## config.mk

```make
export PLATFORM = sky130hd
export DESIGN_NAME = iquant_block_feeder
export DESIGN_NICKNAME = d
export VERILOG_FILES = /design/src/rtl/iquant_pkg.sv /design/src/rtl/iquant_coef_bank.sv /design/src/rtl/iquant_block_feeder.sv
export SDC_FILE = /design/constraint.sdc
export NUM_CORES = 2
export LEC_CHECK = 0
export BUFFER_PORTS_ARGS = -buffer_cell sky130_fd_sc_hd__buf_2
export CAP_MARGIN = 5
export CORE_MARGIN = 3
export CORE_UTILIZATION = 60
export DETAILED_ROUTE_END_ITERATION = 16
export PLACE_DENSITY_LB_ADDON = 0.15
export SYNTH_ARGS = -nofsm -noshare
export SYNTH_HDL_FRONTEND = slang
export SYNTH_SLANG_ARGS = --single-unit
```

## constraint.sdc

```tcl
create_clock -name clk -period 11.87 [get_ports clk]
set_input_delay 0 -clock clk [delete_from_list [all_inputs] [get_ports clk]]
set_output_delay 0 -clock clk [all_outputs]
set_load 0.01 [all_outputs]
```

## src/rtl/iquant_pkg.sv

```systemverilog
// Shared constants, read FSM states and zigzag-to-raster table for the IQ block feeder.
// Optional feature macro used by the top: IQUANT_ZIGZAG_EN.
package iquant_pkg;

    localparam int COEF_W   = 12;
    localparam int ADDR_W   = 6;
    localparam int NUM_COEF = 64;

    typedef enum logic [0:0] {
        ST_IDLE   = 1'b0,
        ST_STREAM = 1'b1
    } rd_state_e;

    // Entry k is the raster position of zigzag scan index k.
    localparam logic [ADDR_W-1:0] ZZ_TO_RASTER [NUM_COEF] = '{
        6'd0,  6'd1,  6'd8,  6'd16, 6'd9,  6'd2,  6'd3,  6'd10,
        6'd17, 6'd24, 6'd32, 6'd25, 6'd18, 6'd11, 6'd4,  6'd5,
        6'd12, 6'd19, 6'd26, 6'd33, 6'd40, 6'd48, 6'd41, 6'd34,
        6'd27, 6'd20, 6'd13, 6'd6,  6'd7,  6'd14, 6'd21, 6'd28,
        6'd35, 6'd42, 6'd49, 6'd56, 6'd57, 6'd50, 6'd43, 6'd36,
        6'd29, 6'd22, 6'd15, 6'd23, 6'd30, 6'd37, 6'd44, 6'd51,
        6'd58, 6'd59, 6'd52, 6'd45, 6'd38, 6'd31, 6'd39, 6'd46,
        6'd53, 6'd60, 6'd61, 6'd54, 6'd47, 6'd55, 6'd62, 6'd63
    };

    function automatic logic [ADDR_W-1:0] zz_to_raster(input logic [ADDR_W-1:0] zz_idx);
        return ZZ_TO_RASTER[zz_idx];
    endfunction

endpackage

```

## src/rtl/iquant_coef_bank.sv

```systemverilog
// One coefficient bank: 64x12 simple dual-port RAM with registered read,
// plus a written-mask that is cleared in a single cycle when the bank is released.
module iquant_coef_bank
    import iquant_pkg::*;
(
    input  logic                     i_clk,
    input  logic                     i_rst,
    input  logic                     i_clk_en,
    input  logic                     i_we,
    input  logic [ADDR_W-1:0]        i_waddr,
    input  logic signed [COEF_W-1:0] i_wdata,
    input  logic                     i_rd_en,
    input  logic [ADDR_W-1:0]        i_raddr,
    input  logic                     i_clr,
    output logic signed [COEF_W-1:0] o_rdata,
    output logic                     o_rmask
);

    logic signed [COEF_W-1:0] r_mem [NUM_COEF];
    logic signed [COEF_W-1:0] r_rdata;
    logic [NUM_COEF-1:0]      r_mask;
    logic                     r_rmask;

    // Store contents carry no reset; unwritten entries are masked to zero on read.
    always_ff @(posedge i_clk) begin
        if (i_clk_en && i_we) begin
            r_mem[i_waddr] <= i_wdata;
        end
    end

    always_ff @(posedge i_clk) begin
        if (i_clk_en && i_rd_en) begin
            r_rdata <= r_mem[i_raddr];
        end
    end

    // Mask read uses the pre-clear value, so the final index still sees its own bit.
    always_ff @(posedge i_clk or posedge i_rst) begin
        if (i_rst) begin
            r_mask  <= '0;
            r_rmask <= 1'b0;
        end else if (i_clk_en) begin
            if (i_rd_en) begin
                r_rmask <= r_mask[i_raddr];
            end
            if (i_clr) begin
                r_mask <= '0;
            end else if (i_we) begin
                r_mask[i_waddr] <= 1'b1;
            end
        end
    end

    assign o_rdata = r_rdata;
    assign o_rmask = r_rmask;

endmodule

```

## src/rtl/iquant_block_feeder.sv

```systemverilog
// Ping-pong coefficient collector feeding 64-sample raster blocks to the IDCT.
// Define IQUANT_ZIGZAG_EN to interpret coef_addr as a zigzag scan index.
module iquant_block_feeder
    import iquant_pkg::*;
(
    input  logic                     clk,
    input  logic                     rst,
    input  logic                     clk_en,
    input  logic                     coef_wr_en,
    input  logic [ADDR_W-1:0]        coef_addr,
    input  logic signed [COEF_W-1:0] coef_level,
    input  logic                     coef_block_end,
    output logic                     coef_ready,
    output logic signed [COEF_W-1:0] iquant_level,
    output logic                     iquant_valid
);

    logic                     r_wb;
    logic                     r_rb;
    logic [1:0]               r_full;
    rd_state_e                r_state;
    logic [ADDR_W-1:0]        r_raddr;
    logic                     r_rd_vld;
    logic                     r_rd_bank;
    logic                     r_coef_ready;
    logic signed [COEF_W-1:0] r_level;
    logic                     r_valid;

    logic                     w_wr_acc;
    logic                     w_end_acc;
    logic [ADDR_W-1:0]        w_waddr;
    logic                     w_rd_en;
    logic [ADDR_W-1:0]        w_rd_addr;
    logic                     w_rd_last;
    logic [1:0]               w_full_nxt;
    logic                     w_wb_nxt;
    logic signed [COEF_W-1:0] w_rdata [2];
    logic [1:0]               w_rmask;
    logic signed [COEF_W-1:0] w_sel_level;

    assign w_wr_acc  = coef_wr_en & r_coef_ready;
    assign w_end_acc = coef_block_end & r_coef_ready;

`ifdef IQUANT_ZIGZAG_EN
    assign w_waddr = zz_to_raster(coef_addr);
`else
    assign w_waddr = coef_addr;
`endif

    // Address 0 is fetched on the IDLE->STREAM edge so the first sample lands two cycles after block_end.
    assign w_rd_en   = (r_state == ST_STREAM) | ((r_state == ST_IDLE) & r_full[r_rb]);
    assign w_rd_addr = (r_state == ST_IDLE) ? {ADDR_W{1'b0}} : r_raddr;
    assign w_rd_last = (r_state == ST_STREAM) & (r_raddr == 6'd63);

    assign w_full_nxt[0] = (r_full[0] & ~(w_rd_last & (r_rb == 1'b0))) | (w_end_acc & (r_wb == 1'b0));
    assign w_full_nxt[1] = (r_full[1] & ~(w_rd_last & (r_rb == 1'b1))) | (w_end_acc & (r_wb == 1'b1));
    assign w_wb_nxt      = r_wb ^ w_end_acc;

    genvar g;
    generate
        for (g = 0; g < 2; g++) begin : g_bank
            iquant_coef_bank u_bank (
                .i_clk    (clk),
                .i_rst    (rst),
                .i_clk_en (clk_en),
                .i_we     (w_wr_acc & (r_wb == g[0])),
                .i_waddr  (w_waddr),
                .i_wdata  (coef_level),
                .i_rd_en  (w_rd_en & (r_rb == g[0])),
                .i_raddr  (w_rd_addr),
                .i_clr    (w_rd_last & (r_rb == g[0])),
                .o_rdata  (w_rdata[g]),
                .o_rmask  (w_rmask[g])
            );
        end
    endgenerate

    assign w_sel_level = w_rmask[r_rd_bank] ? w_rdata[r_rd_bank] : 12'sd0;

    // Ready is derived from next-state flags so a full bank is never reopened for a cycle.
    always_ff @(posedge clk or posedge rst) begin
        if (rst) begin
            r_wb         <= 1'b0;
            r_rb         <= 1'b0;
            r_full       <= 2'b00;
            r_coef_ready <= 1'b1;
        end else if (clk_en) begin
            r_wb         <= w_wb_nxt;
            r_rb         <= r_rb ^ w_rd_last;
            r_full       <= w_full_nxt;
            r_coef_ready <= ~w_full_nxt[w_wb_nxt];
        end
    end

    always_ff @(posedge clk or posedge rst) begin
        if (rst) begin
            r_state <= ST_IDLE;
            r_raddr <= 6'd0;
        end else if (clk_en) begin
            case (r_state)
                ST_IDLE: begin
                    if (r_full[r_rb]) begin
                        r_state <= ST_STREAM;
                        r_raddr <= 6'd1;
                    end else begin
                        r_state <= ST_IDLE;
                        r_raddr <= 6'd0;
                    end
                end
                ST_STREAM: begin
                    if (r_raddr == 6'd63) begin
                        r_raddr <= 6'd0;
                        r_state <= r_full[~r_rb] ? ST_STREAM : ST_IDLE;
                    end else begin
                        r_raddr <= r_raddr + 6'd1;
                    end
                end
                default: begin
                    r_state <= ST_IDLE;
                    r_raddr <= 6'd0;
                end
            endcase
        end
    end

    always_ff @(posedge clk or posedge rst) begin
        if (rst) begin
            r_rd_vld  <= 1'b0;
            r_rd_bank <= 1'b0;
            r_level   <= 12'sd0;
            r_valid   <= 1'b0;
        end else if (clk_en) begin
            r_rd_vld  <= w_rd_en;
            r_rd_bank <= r_rb;
            r_level   <= r_rd_vld ? w_sel_level : 12'sd0;
            r_valid   <= r_rd_vld;
        end
    end

    assign coef_ready   = r_coef_ready;
    assign iquant_level = r_level;
    assign iquant_valid = r_valid;

endmodule

```

======== After elaboration in Yosys (flattened, before gate mapping) ========
Memory sizes are Yosys's and may differ from the RTL's. A register that Yosys moved wholly into a read port is not among the register bits.
Cells that the tools add are included.
storage, ports and cells
  output and inout port bits .............. 14
  bits in writable memories ............... 1536
  bits in registers ....................... 157
  bits of input ports ..................... 23
  memories kept ........................... 2
  logic and storage cells ................. 100
memory list
  name                    words  bits a word  read ports  clocked after Yosys merged registers in  wr ports  RTL line                source
  g_bank[0].u_bank.r_mem  64     12           1           1                                        1         iquant_coef_bank.sv:19  logic signed [COEF_W-1:0] r_mem [NUM_COEF];
  g_bank[1].u_bank.r_mem  64     12           1           1                                        1         iquant_coef_bank.sv:19
operators by class
  bitwise gates (word level) .............. 28
  muxes and demuxes ....................... 35
  eq/ne operators ......................... 1
  $lt $le $gt $ge ......................... 8
  add/sub/neg operators ................... 1
  reduce and logical (&&, ||, !) cells .... 11
operator list
  operator               count
  $mux W64               4
  $or A64 B64 Y64        2
  $mux W12               5
  $mux W1                19
  $and A1 B1 Y1          14
  $lt A6 B7 Y1 const B   2
  $bmux W1 S6            2
  $mux W6                2
  $pmux W6 S2            1
  $lt A1 B2 Y1 const B   4
  $reduce_and A2 Y1      4
  $add A6 B1 Y6 const B  1
  $demux W1 S6           1
  $eq A6 B6 Y1 const B   1
  $ge A6 B1 Y1 const B   1
  $not A1 Y1             6
  $logic_and A1 B1 Y1    5
  $reduce_bool A2 Y1     2
  $or A1 B1 Y1           3
  $ge A2 B2 Y1 const B   1
  $not A1 Y2             1
  $pmux W1 S2            1
  $xor A1 B1 Y1          2

======== Logic depth before layout (Yosys ltp) ========
  depth after elaboration ................. 9
  mapped depth ............................ 11
  mapped depth without buffers ............ 9

======== By module ========
A second synthesis with hierarchy kept.
second synthesis, totals
  cell total of the unflattened synthesis .. 3203
  area, all modules ....................... 66150.9 µm²
by module, submodules not included
  module                                seq. area each (µm²)  times used  area each (µm²)  cells an instance
  iquant_coef_bank at g_bank[1].u_bank  25049.0               1           32346.0          1533
  iquant_coef_bank at g_bank[0].u_bank  25049.0               1           32341.0          1532
  iquant_block_feeder                   676.9                 1           1463.9           138

======== Least setup slack after synthesis ========
No wires, ideal clock.
  path type ............................... flip-flop to flip-flop
  start point ............................. register r_state
  end point ............................... register g_bank[0].u_bank.r_mask[0]
  stages on the path, launching flop included .. 12
  period minus slack after synthesis ...... 2.443 ns
  required time ........................... 11.803 ns
  slack ................................... 9.427 ns
  buffers on the path ..................... 6
  library setup time ...................... 0.067 ns
  arrival ................................. 2.376 ns
  path through ............................ dfrtp_1 buf_4 inv_1 buf_2 clkbuf_1 clkbuf_1 nor2_1 ha_1 nand2_1 clkbuf_1 clkbuf_1 o21a_1
on the way
  longest elaborated chain between the ends .. 4
  elaborated cells between the ends (all ways) .. 5
  those cells by class .................... mux (1); bitwise (2); reduce/logical (2)
ends and longest elaborated chain
  item                            RTL line                    source
  start: declaration              iquant_block_feeder.sv:21   rd_state_e r_state;
  start signal: assignment        iquant_block_feeder.sv:113  r_state <= r_full[~r_rb] ? ST_STREAM : ST_IDLE;
  $and A1 B1 Y1 (*)               iquant_block_feeder.sv:53   assign w_rd_last = (r_state == ST_STREAM) & (r_raddr == 6'd63);
  $and A1 B1 Y1 (*)               iquant_block_feeder.sv:71   .i_clr (w_rd_last & (r_rb == g[0])),
  $reduce_bool A2 Y1 (no line)    --
  $reduce_and A2 Y1 (no line)     --
  end signal: assignment          iquant_coef_bank.sv:40      r_mask <= '0;
  end signal: assignment          iquant_coef_bank.sv:47      r_mask <= '0;
  end signal: indexed assignment  iquant_coef_bank.sv:49      r_mask[i_waddr] <= 1'b1;
  end: declaration                iquant_coef_bank.sv:21      logic [NUM_COEF-1:0] r_mask;
Mark *: on every way between the ends. The rest lies on a longest branch, timed or not.
A chain may end at the register's enable or synchronous reset.

======== Worst setup path in the final report ========
  start point ............................. register r_raddr[2]
  end point ............................... register g_bank[0].u_bank.r_rmask
on the way
  longest elaborated chain between the ends .. 3
ends and longest elaborated chain
  item                           RTL line                    source
  start: declaration             iquant_block_feeder.sv:22   logic [ADDR_W-1:0] r_raddr;
  start signal: assignment       iquant_block_feeder.sv:115  r_raddr <= r_raddr + 6'd1;
  $mux W6                        iquant_block_feeder.sv:52   assign w_rd_addr = (r_state == ST_IDLE) ? {ADDR_W{1'b0}} : r_raddr;
  $bmux W1 S6                    iquant_coef_bank.sv:44      r_rmask <= r_mask[i_raddr];
  $mux W1 (implied by the code)  iquant_coef_bank.sv:44
  end signal: assignment         iquant_coef_bank.sv:44
  end: declaration               iquant_coef_bank.sv:22      logic r_rmask;
No other way between the ends. The select of a mux whose other input is x is not followed.

==> qor.yml <==
outcome: "complete, no violations"
grt_usage_pct: 32.00
fp-row-count: 123
post_cts_resize_count: 0
rsz0062_at_grt: "false"
path_class: "reg2reg"
min_period_over_period_pct: 37.46
post_cts_buffers: 0
path_clk_slew_ns: 0.06
start_util_pct: 60.87
hpwlAfterDp_um: 107600
ys_seq_area_share_pct: 73.74
ant_nets: 0
io_pins: 37
hold_viol: 0
report.final.setup_viol: 0
cp-end-kind: "flop"
postSynthAreaPerCell_sq_um: 15.76
required_ns: 12.53
hp-class: "in2async"
path_max_fanout: 122
htreeDepth: 4
cap_viol_max_count: 0
synth_common_cells: "1560 x edfxtp_1, 277 x nor2_1, 255 x o21ai_0"
grt_overflow_total: 0
dieArea_sq_mm: 0.1189
cts.path.max_buffers: 3
cp_data_arrival_time_ns: 5.10
coreArea_sq_mm: 0.1131
antenna_found_initial: 8
clkSinkCount: 1717
ys_types: 57
synth-async-reset-ratio_pct: 9.144
routabilityCongestion: 0.9085
drt_iter0_drc: 5832
fin_skew_ns: 0.03173
numCtsBuffers: 170
place_area_sq_mm: 0.07069
totalWireLength_um: 188600
grt_pass1_wl_um: 276100
synth-edff-count: 1560
root_buffer: "clkbuf_16"
num-nets-final: 4404
regToRegSetupSlack_ns: 7.42
clk_latency_ns: 0.78
vias_per_cell: 6.933
yosysMostFrequentCell: "edfxtp_1"
die_w_um: 344.8
tns_ns: 0
timing.fmax_mhz: 224.9
cp_slowest_cell: "dfrtp_4"
cp_top_family: "buffers and inverters"
synth.top_cells.by_area: "edfxtp_1 68%, dfrtp_1 5.7%, mux2i_1 2.1%, mux4_2 2.1%, o21ai_0 1.9%"
grt_pass1_vias: 40200
wl_per_cell_um: 31.27
fill_cells: 7618
synth_fp_nets: 4396
synth_flop_cell: "edfxtp_1"
start_kind: "flop"
crit_chain: "buf_4 -> inv_8 -> buf_4 -> mux4_2 -> and3_1 -> nor4_1 -> nor4_1 -> a211o_1"
stdcell_area_sq_mm: 0.07626
die_h_um: 344.8
grt_max_degree: 165
cellPowerDensity_mw_per_mm2: 216.7
synth-seq-cells: 1717
yosys_warnings: 0
cts_tree: "done"
syn_inst: 4368
worstMarginPinSlew_ns: 1.251
synth_top_cell_area_share_pct: 68.03
maxSlewViolCount: 0
whs_ns: 0.08124
setup_ws_ns: 7.423
area_growth_pct: 10.75
leakagePower_nw: 24.90
period_needed_ns: 4.447
layout-drive-gt1-share_pct: 14.90
drcViolationCount: 0
relSlewSlack_pct: 16.29
synth_area_leader_cell: "edfxtp_1"
portBuffers: 36
cp_num_buf_inv: 3
syn-cell-area_sq_mm: 0.06886
firstDrtPassIters: 6
cpPeakStageDelay_ns: 0.79
vias: 41820
peakVddDrop_v: 0.0003312
post-place-ws_ns: 7.528
==> cells in the final DEF (no fill, tap or decap), types with 13 or more instances in the layout <==
cell type	count
o221ai_1	74
buf_2	24
a211oi_1	99
a211o_1	71
clkbuf_1	43
a31oi_1	52
o21a_1	153
o22ai_1	172
a32o_1	25
mux2_2	105
clkinv_1	48
a221o_1	73
nand2_1	118
a31o_2	23
edfxtp_1	1560
or3_1	16
mux4_2	63
nand3_1	63
buf_4	153
clkbuf_16	179
nor2_2	45
nor2b_1	56
a22oi_1	73
a21oi_1	111
mux2i_1	146
o2bb2ai_1	13
a221oi_1	28
nor2_1	229
o21ai_0	254
nand4_1	26
dfrtp_1	152
dlygate4sd3_1	17
clkinv_2	31
o22a_1	73
o31ai_1	25
==> tightest hold or removal path: stages <==
cell           delay, ns
dlygate4sd3_1       0.53
buf_2               0.18
inv_6               0.73
==> report_power, final <==
part	leakage, nW	switching (mW)	internal [mW]
sequential	16.1	0.252	6.80
clock	2.62	2.23	2.97
combinational	6.15	2.84	1.44
==> final timing paths <==
kind                       cells after the start                        endpoint                   startpoint
min reg2reg                                    1     g_bank[1].u_bank.r_mask[33]  g_bank[1].u_bank.r_mask[33]
min                                            3                iquant_level[10]                          rst
min in group clk                               3  g_bank[1].u_bank.r_mem[59][10]                 coef_addr[3]
max                                            8        g_bank[0].u_bank.o_rmask                   r_raddr[2]
max in group asynchronous                      4                      r_raddr[2]                          rst
max reg2reg                                    8        g_bank[0].u_bank.o_rmask                   r_raddr[2]
==> cell families (layout without fill, tap and decap cells) <==
group,Yosys count,after routing,share of synthesized area [%]
compound gates,1343,1343,13.80
fa+ha+maj,5,5,0.09085
buf+inv,378,534,2.464
simple gates,611,611,4.001
other cells,0,8,0
mux,314,314,5.900
flops,1717,1717,73.74
==> flip-flops by register name, indices dropped and copies added (netlist names), 2 cells and up <==
signal,count
g_bank.u_bank.r_mem,1536
r_raddr,6
r_full,2
iquant_level,12
g_bank.u_bank.r_mask,128
g_bank.u_bank.o_rdata,24
g_bank.u_bank.o_rmask,2
==> through the flow <==
step / util [%] / std cells / power (mW)
after floorplan: - / 4368 / 9.828
after global placement: 62.49 / 5686 / 11.33
after detailed placement: 62.49 / 5686 / 11.36
after CTS: 67.39 / 6023 / 16.51
after global routing: 67.40 / 6025 / 17.05
final: 67.42 / 6032 / 16.53
==> layer usage <==
layer	global-route usage (%)	share of wire [%]	wire, um	vias up
met5	0	0.0037	7	-
li1	-	-	-	17610
met2	48.76	46	87440	2437
met3	6.762	10	19360	405
met1	45.35	39	73140	21360
met4	13.82	4.6	8672	2
==> layout make-up <==
type                    count  area [sq um]  share of cell area [%]
flip-flops and latches   1717         50790                   66.60
repair buffers            200          1550                   2.033
well taps                1500          1877                   2.461
diodes                      8         20.02                 0.02625
multi-input cells        2273         16590                   21.75
inverters                  14         66.31                 0.08696
clock inverters            98         728.2                  0.9549
clock buffers             222          4641                   6.086
==> what timing repair did <==
action,CTS,global route
endpoints found under the setup margin,0,0
hold buffers,17,0
endpoints found under the hold margin,807,0
No activity file was read; power rests on OpenSTA's default activity.
